`src/rtl/pc_gen_pkg.sv`:
```
// pc_gen_pkg: shared macros, constants and helpers for the fetch PC generator (PC_ALIGN_CHECK_EN enables if_adef_o)
`ifndef LOONG_PC_START_ADDR
`define LOONG_PC_START_ADDR 32'h1c000000
`endif
`ifndef BrBusW
`define BrBusW (ADDR_W+1)
`endif
`ifndef RegW
`define RegW 32
`endif
package pc_gen_pkg;
  localparam int unsigned INSN_BYTES = 4;
  function automatic int unsigned grp_lsb(input int unsigned n);
    return n == 4 ? 4 : n == 2 ? 3 : 2;
  endfunction
endpackage

```
`src/rtl/pc_redirect_arb.sv`:
```
// pc_redirect_arb: fixed-priority pick of excp > jbr > pred redirect buses
`ifndef BrBusW
`define BrBusW (ADDR_W+1)
`endif
module pc_redirect_arb #(
  parameter int unsigned ADDR_W = 32
) (
  input  logic [`BrBusW-1:0] excp_bus_i,
  input  logic [`BrBusW-1:0] jbr_bus_i,
  input  logic [`BrBusW-1:0] pred_bus_i,
  output logic               redir_taken_o,
  output logic [ADDR_W-1:0]  redir_target_o
);
  assign redir_taken_o  = excp_bus_i[ADDR_W] | jbr_bus_i[ADDR_W] | pred_bus_i[ADDR_W];
  assign redir_target_o = excp_bus_i[ADDR_W] ? excp_bus_i[ADDR_W-1:0] :
                          jbr_bus_i[ADDR_W]  ? jbr_bus_i[ADDR_W-1:0]  : pred_bus_i[ADDR_W-1:0];
endmodule

```
`src/rtl/pc_gen.sv`:
```
// pc_gen: fetch PC register with valid/ready handshake, slot mask and redirects; PC_ALIGN_CHECK_EN adds if_adef_o
`ifndef LOONG_PC_START_ADDR
`define LOONG_PC_START_ADDR 32'h1c000000
`endif
`ifndef BrBusW
`define BrBusW (ADDR_W+1)
`endif
module pc_gen
  import pc_gen_pkg::*;
#(
  parameter int unsigned       ADDR_W   = 32,
  parameter int unsigned       FETCH_N  = 1,
  parameter logic [ADDR_W-1:0] RESET_PC = `LOONG_PC_START_ADDR
) (
  input  logic               clk_i,
  input  logic               rst_i,
  input  logic [`BrBusW-1:0] excp_bus_i,
  input  logic [`BrBusW-1:0] jbr_bus_i,
  input  logic [`BrBusW-1:0] pred_bus_i,
  input  logic               if_ready_i,
  output logic               if_valid_o,
  output logic [ADDR_W-1:0]  if_pc_o,
  output logic [FETCH_N-1:0] if_slot_mask_o,
  output logic               if_redir_o
`ifdef PC_ALIGN_CHECK_EN
  ,output logic              if_adef_o
`endif
);
  localparam int unsigned G = grp_lsb(FETCH_N);
  logic [ADDR_W-1:0] pc, seq_pc, redir_target, slot;
  logic valid, redir, redir_taken, adef, fire;
  pc_redirect_arb #(.ADDR_W(ADDR_W)) u_arb (
    .excp_bus_i    (excp_bus_i),
    .jbr_bus_i     (jbr_bus_i),
    .pred_bus_i    (pred_bus_i),
    .redir_taken_o (redir_taken),
    .redir_target_o(redir_target)
  );
  assign fire   = valid & if_ready_i;
  assign seq_pc = ({pc[ADDR_W-1:G], {G{1'b0}}} + (ADDR_W'(1) << G)) | ADDR_W'(pc[1:0]);
  assign slot   = (pc >> 2) & ADDR_W'(FETCH_N - 1);
  assign if_valid_o = valid;
  assign if_pc_o    = pc;
  assign if_redir_o = redir;
  // slots at or after the addressed one are live; a misaligned PC exposes only its own slot
  always_comb begin
    if_slot_mask_o = '0;
    for (int i = 0; i < FETCH_N; i++) if_slot_mask_o[i] = adef ? slot == ADDR_W'(i) : slot <= ADDR_W'(i);
  end
  // PC update: redirect beats sequential advance; redirects before the first valid cycle are ignored
  always_ff @(posedge clk_i) begin
    if (rst_i) begin
      pc    <= RESET_PC;
      valid <= 1'b0;
      redir <= 1'b0;
    end else begin
      valid <= 1'b1;
      if (valid && redir_taken) begin
        pc    <= redir_target;
        redir <= 1'b1;
      end else if (fire) begin
        redir <= 1'b0;
        if (!adef) pc <= seq_pc;
      end
    end
  end
`ifdef PC_ALIGN_CHECK_EN
  assign if_adef_o = adef;
  // address fault flag tracks the alignment of the most recent redirect target
  always_ff @(posedge clk_i) begin
    if (rst_i) adef <= 1'b0;
    else if (valid && redir_taken) adef <= |redir_target[1:0];
  end
`else
  assign adef = 1'b0;
`endif
endmodule

```
`config.mk`:
```
export PLATFORM = sky130hd
export DESIGN_NAME = pc_gen
export DESIGN_NICKNAME = d
export VERILOG_FILES = /design/src/rtl/pc_gen_pkg.sv /design/src/rtl/pc_redirect_arb.sv /design/src/rtl/pc_gen.sv
export SDC_FILE = /design/constraint.sdc
export NUM_CORES = 1
export LEC_CHECK = 0
export CAP_MARGIN = 5
export CORE_ASPECT_RATIO = 1.1
export CORE_UTILIZATION = 40
export CTS_BUF_LIST = sky130_fd_sc_hd__clkbuf_16
export CTS_CLUSTER_SIZE = 12
export DETAILED_ROUTE_END_ITERATION = 16
export GPL_TIMING_DRIVEN = 0
export PLACE_DENSITY_LB_ADDON = 0.12
export SLEW_MARGIN = 5
export SYNTH_ARGS = -nofsm -noshare
export SYNTH_HDL_FRONTEND = slang
export SYNTH_SLANG_ARGS = --single-unit
```
`constraint.sdc`:
```
create_clock -name clk_i -period 2.7 [get_ports clk_i]
set_input_delay 0.405 -clock clk_i [delete_from_list [all_inputs] [get_ports clk_i]]
set_output_delay 0.405 -clock clk_i [all_outputs]
set_load 0.02 [all_outputs]
```
==> metrics.md <==
| Metric | Value |
|---|---|
| Routed len/inst | `16.2 um` |
| Cell-internal power | `1350 uW` |
| Pwr dens | `443 mW/mm^2` |
| ANT nets after route | `0` |
| Fin crit share | `0.894` |
| Netlist cell types | `43` |
| GRT Overall Usage | `0.267` |
| Fin nets | `566` |
| Most instantiated cells after synthesis | `42 x nand2_1, 34 x dfxtp_1, 31 x mux2i_1` |
| Share of layout cells above drive strength 1 | `0.0603` |
| Seq cells post-synth | `34` |
| Uppermost layer routed | `met4` |
| Die height | `85.6 um` |
| Global-route wire length before repair | `14.1 mm` |
| Dpl hpwl | `6.81 mm` |
| Die W | `78.0 um` |
| Root Buffer | `clkbuf_16` |
| Setup Fix Bufs, Post-CTS | `0` |
| Power, Total | `1840 uW` |
| Post-CTS resize count | `0` |
| Lkg Pwr | `0.00152 uW` |
| Area Growth Syn to Fin | `63.9%` |
| Residual DRC | `0` |
| FFs w/ async S/R, synth | `0` |
| Sw Share | `0.268` |
| CTS clock-pin slew for the worst setup and hold paths | `0.06 ns` |
| Pre-Repair DR Iteration Count | `4` |
| Hold-fix buffers, CTS | `0` |
| Initial antenna violation count | `0` |
| CTS tree | `done` |
| Yosys Warn Count | `0` |
| Post-synth EDFFs | `0` |
| Top cells by area, synth | `dfxtp_1 27%, mux2i_1 12%, a211oi_1 7.1%, nand2_1 6.2%, o21ai_0 3.9%` |
| Sinks on Clock Net | `34` |
| Crit-path max FO | `10` |
| WP data arrival | `2.61 ns` |
| Synth top area share | `0.268` |
| GP Congestion | `0.877` |
| Crit Path Class | `in -> reg` |
| Hold Crit Class | `reg -> reg` |
| Core area | `0.00616 mm^2` |
| Final Hold Slack | `0.466 ns` |
| Clock network power share | `0.411` |
| Syn nets | `426` |
| Worst endpoint required time | `2.90 ns` |
| # IOs | `137` |
| Final hold viol count | `0` |
| Met1 wire length | `3.56 mm` |
| Met3 WL | `604 um` |
| Setup TNS | `0 ns` |
| Clk buf depth | `2` |
| Sequential power share | `0.322` |
| Seq/Total Area, Yosys | `0.268` |
| Period minus WS final | `2.41 ns` |
| Total global routing overflow | `0` |
| Maximum clock rate | `0.415 GHz` |
| Fillcell total | `564` |
| Psw | `494 uW` |
| Antenna diode count | `0` |
| Routed vias | `3,146` |
| CTS H-tree lvls | `2` |
| Post-Syn Instances | `323` |
| Drt via density | `5.78` |
| Combinational power share | `0.267` |
| Post-synth top area cell | `dfxtp_1` |
| Cell Rows | `30` |
| Synth Flop Type | `dfxtp_1` |
| CP endpoint kind | `register` |
| Clk_lat worst skew | `0.28 ns` |
| Final setup viols | `0` |
| Max_slew headroom | `0.407` |
| Most frequent cell after synthesis | `nand2_1` |
| Mean Syn Cell Area | `7.87 um^2` |
| Initial DRC count | `180` |
| Number of max-cap violations | `0` |
| Post-Route WL | `8.80 mm` |
| Vias in the first global route | `3,060` |
| Slew Limit Fails | `0` |
| Final Skew | `0.00899 ns` |
| Slew @ Worst Pin | `0.889 ns` |
| Pin count of the biggest net entering global routing | `13` |
| Metal2 WL | `4.43 mm` |
| Initial Utilization | `0.413` |
| RSZ-0062 raised after global routing | `no` |
| Setup crit start kind | `primary input` |
| Cell Area, Synth | `0.00254 mm^2` |
| # port buffers | `133` |
| CTS Buf Count | `5` |
| Status | `finished clean` |
| DIE AREA | `0.00668 mm^2` |
| VDD IR max | `0.292 mV` |
==> per-stage QoR <==
| stage | instances | util | setup WS, ns | instance area (um^2) |
|---|---|---|---|---|
| CTS | 544 | 0.677 | 0.327 | 4170 |
| finish | 544 | 0.677 | 0.288 | 4170 |
| global placement | 536 | 0.646 | 0.0870 | 3970 |
| detailed placement | 536 | 0.646 | 0.0474 | 3970 |
| floorplan | 323 | - | 0.590 | 2540 |
| global route | 544 | 0.677 | 0.141 | 4170 |
==> registers in the layout, indices dropped and copies added, names as in the netlist <==
name        cells
if_redir_o      1
if_valid_o      1
if_pc_o        32
==> layout by cell type (no fill, tap or decap), types with 6 or more instances in the layout <==
| master | instances |
|---|---|
| a211oi_1 | 24 |
| a311oi_1 | 6 |
| clkbuf_1 | 14 |
| clkdlybuf4s50_1 | 133 |
| dfxtp_1 | 34 |
| mux2i_1 | 31 |
| nand2_1 | 42 |
| nand3_1 | 16 |
| nand4_1 | 14 |
| nor2_1 | 22 |
| nor4_1 | 7 |
| o211ai_1 | 7 |
| o21ai_0 | 20 |
| or4_1 | 12 |
==> cells by family (layout without fill, tap and decap cells) <==
family                   count (synthesis)  count (layout)  synth area share
multiplexers                            35              35             0.140
AO/OA/AOI/OAI                           79              79             0.221
flip-flops                              34              34             0.268
AND/OR/NAND/NOR                        133             133             0.271
buffers and inverters                   31             172            0.0635
adder cells (fa/ha/maj)                  1               1           0.00492
XOR/XNOR                                 9               9            0.0310
other                                    1               1           0.00147
==> power groups by stage <==
stage / sequential, uW / combinational [uW] / clock [uW]
final: 593 / 493 / 759
after global routing: 600 / 529 / 782
after CTS: 593 / 494 / 764
after detailed placement: 603 / 491 / 0
after global placement: 602 / 485 / 0
after floorplan: 640 / 175 / 0
==> per-layer routing <==
metal	track usage	up-vias
met5	0	-
met4	0.0960	0
met3	0.0585	23
met2	0.485	143
met1	0.306	1455
li1	-	1525
==> critical path, cell delays in order <==
cell and delay [ns]:
clkdlybuf4s50_1 0.61, and4_1 0.22, buf_2 0.20, nand4_1 0.38
or3_2 0.54, a311oi_1 0.25
==> worst paths after layout <==
check	start	endpoint	slack [ns]	cells after the start
setup / recovery	if_ready_i	if_pc_o[11]	0.29	6
hold / removal	if_pc_o[1]	if_pc_o[1]	0.47	2
setup reg to reg	if_pc_o[11]	if_pc_o[27]	0.52	5
hold reg to reg	if_pc_o[1]	if_pc_o[1]	0.47	2
==> final cells by class <==
class,count,area [um^2],share of cell area
Multi-Input combinational cell,258,1700,0.408
Buffer,26,143,0.0342
Sequential cell,34,681,0.163
Clock inverter,3,68.8,0.0165
Clock buffer,5,125,0.0300
Timing Repair Buffer,133,1330,0.319
Inverter,5,18.8,0.00450
Tap cell,80,100,0.0240
No activity file was read; power rests on OpenSTA's default activity.
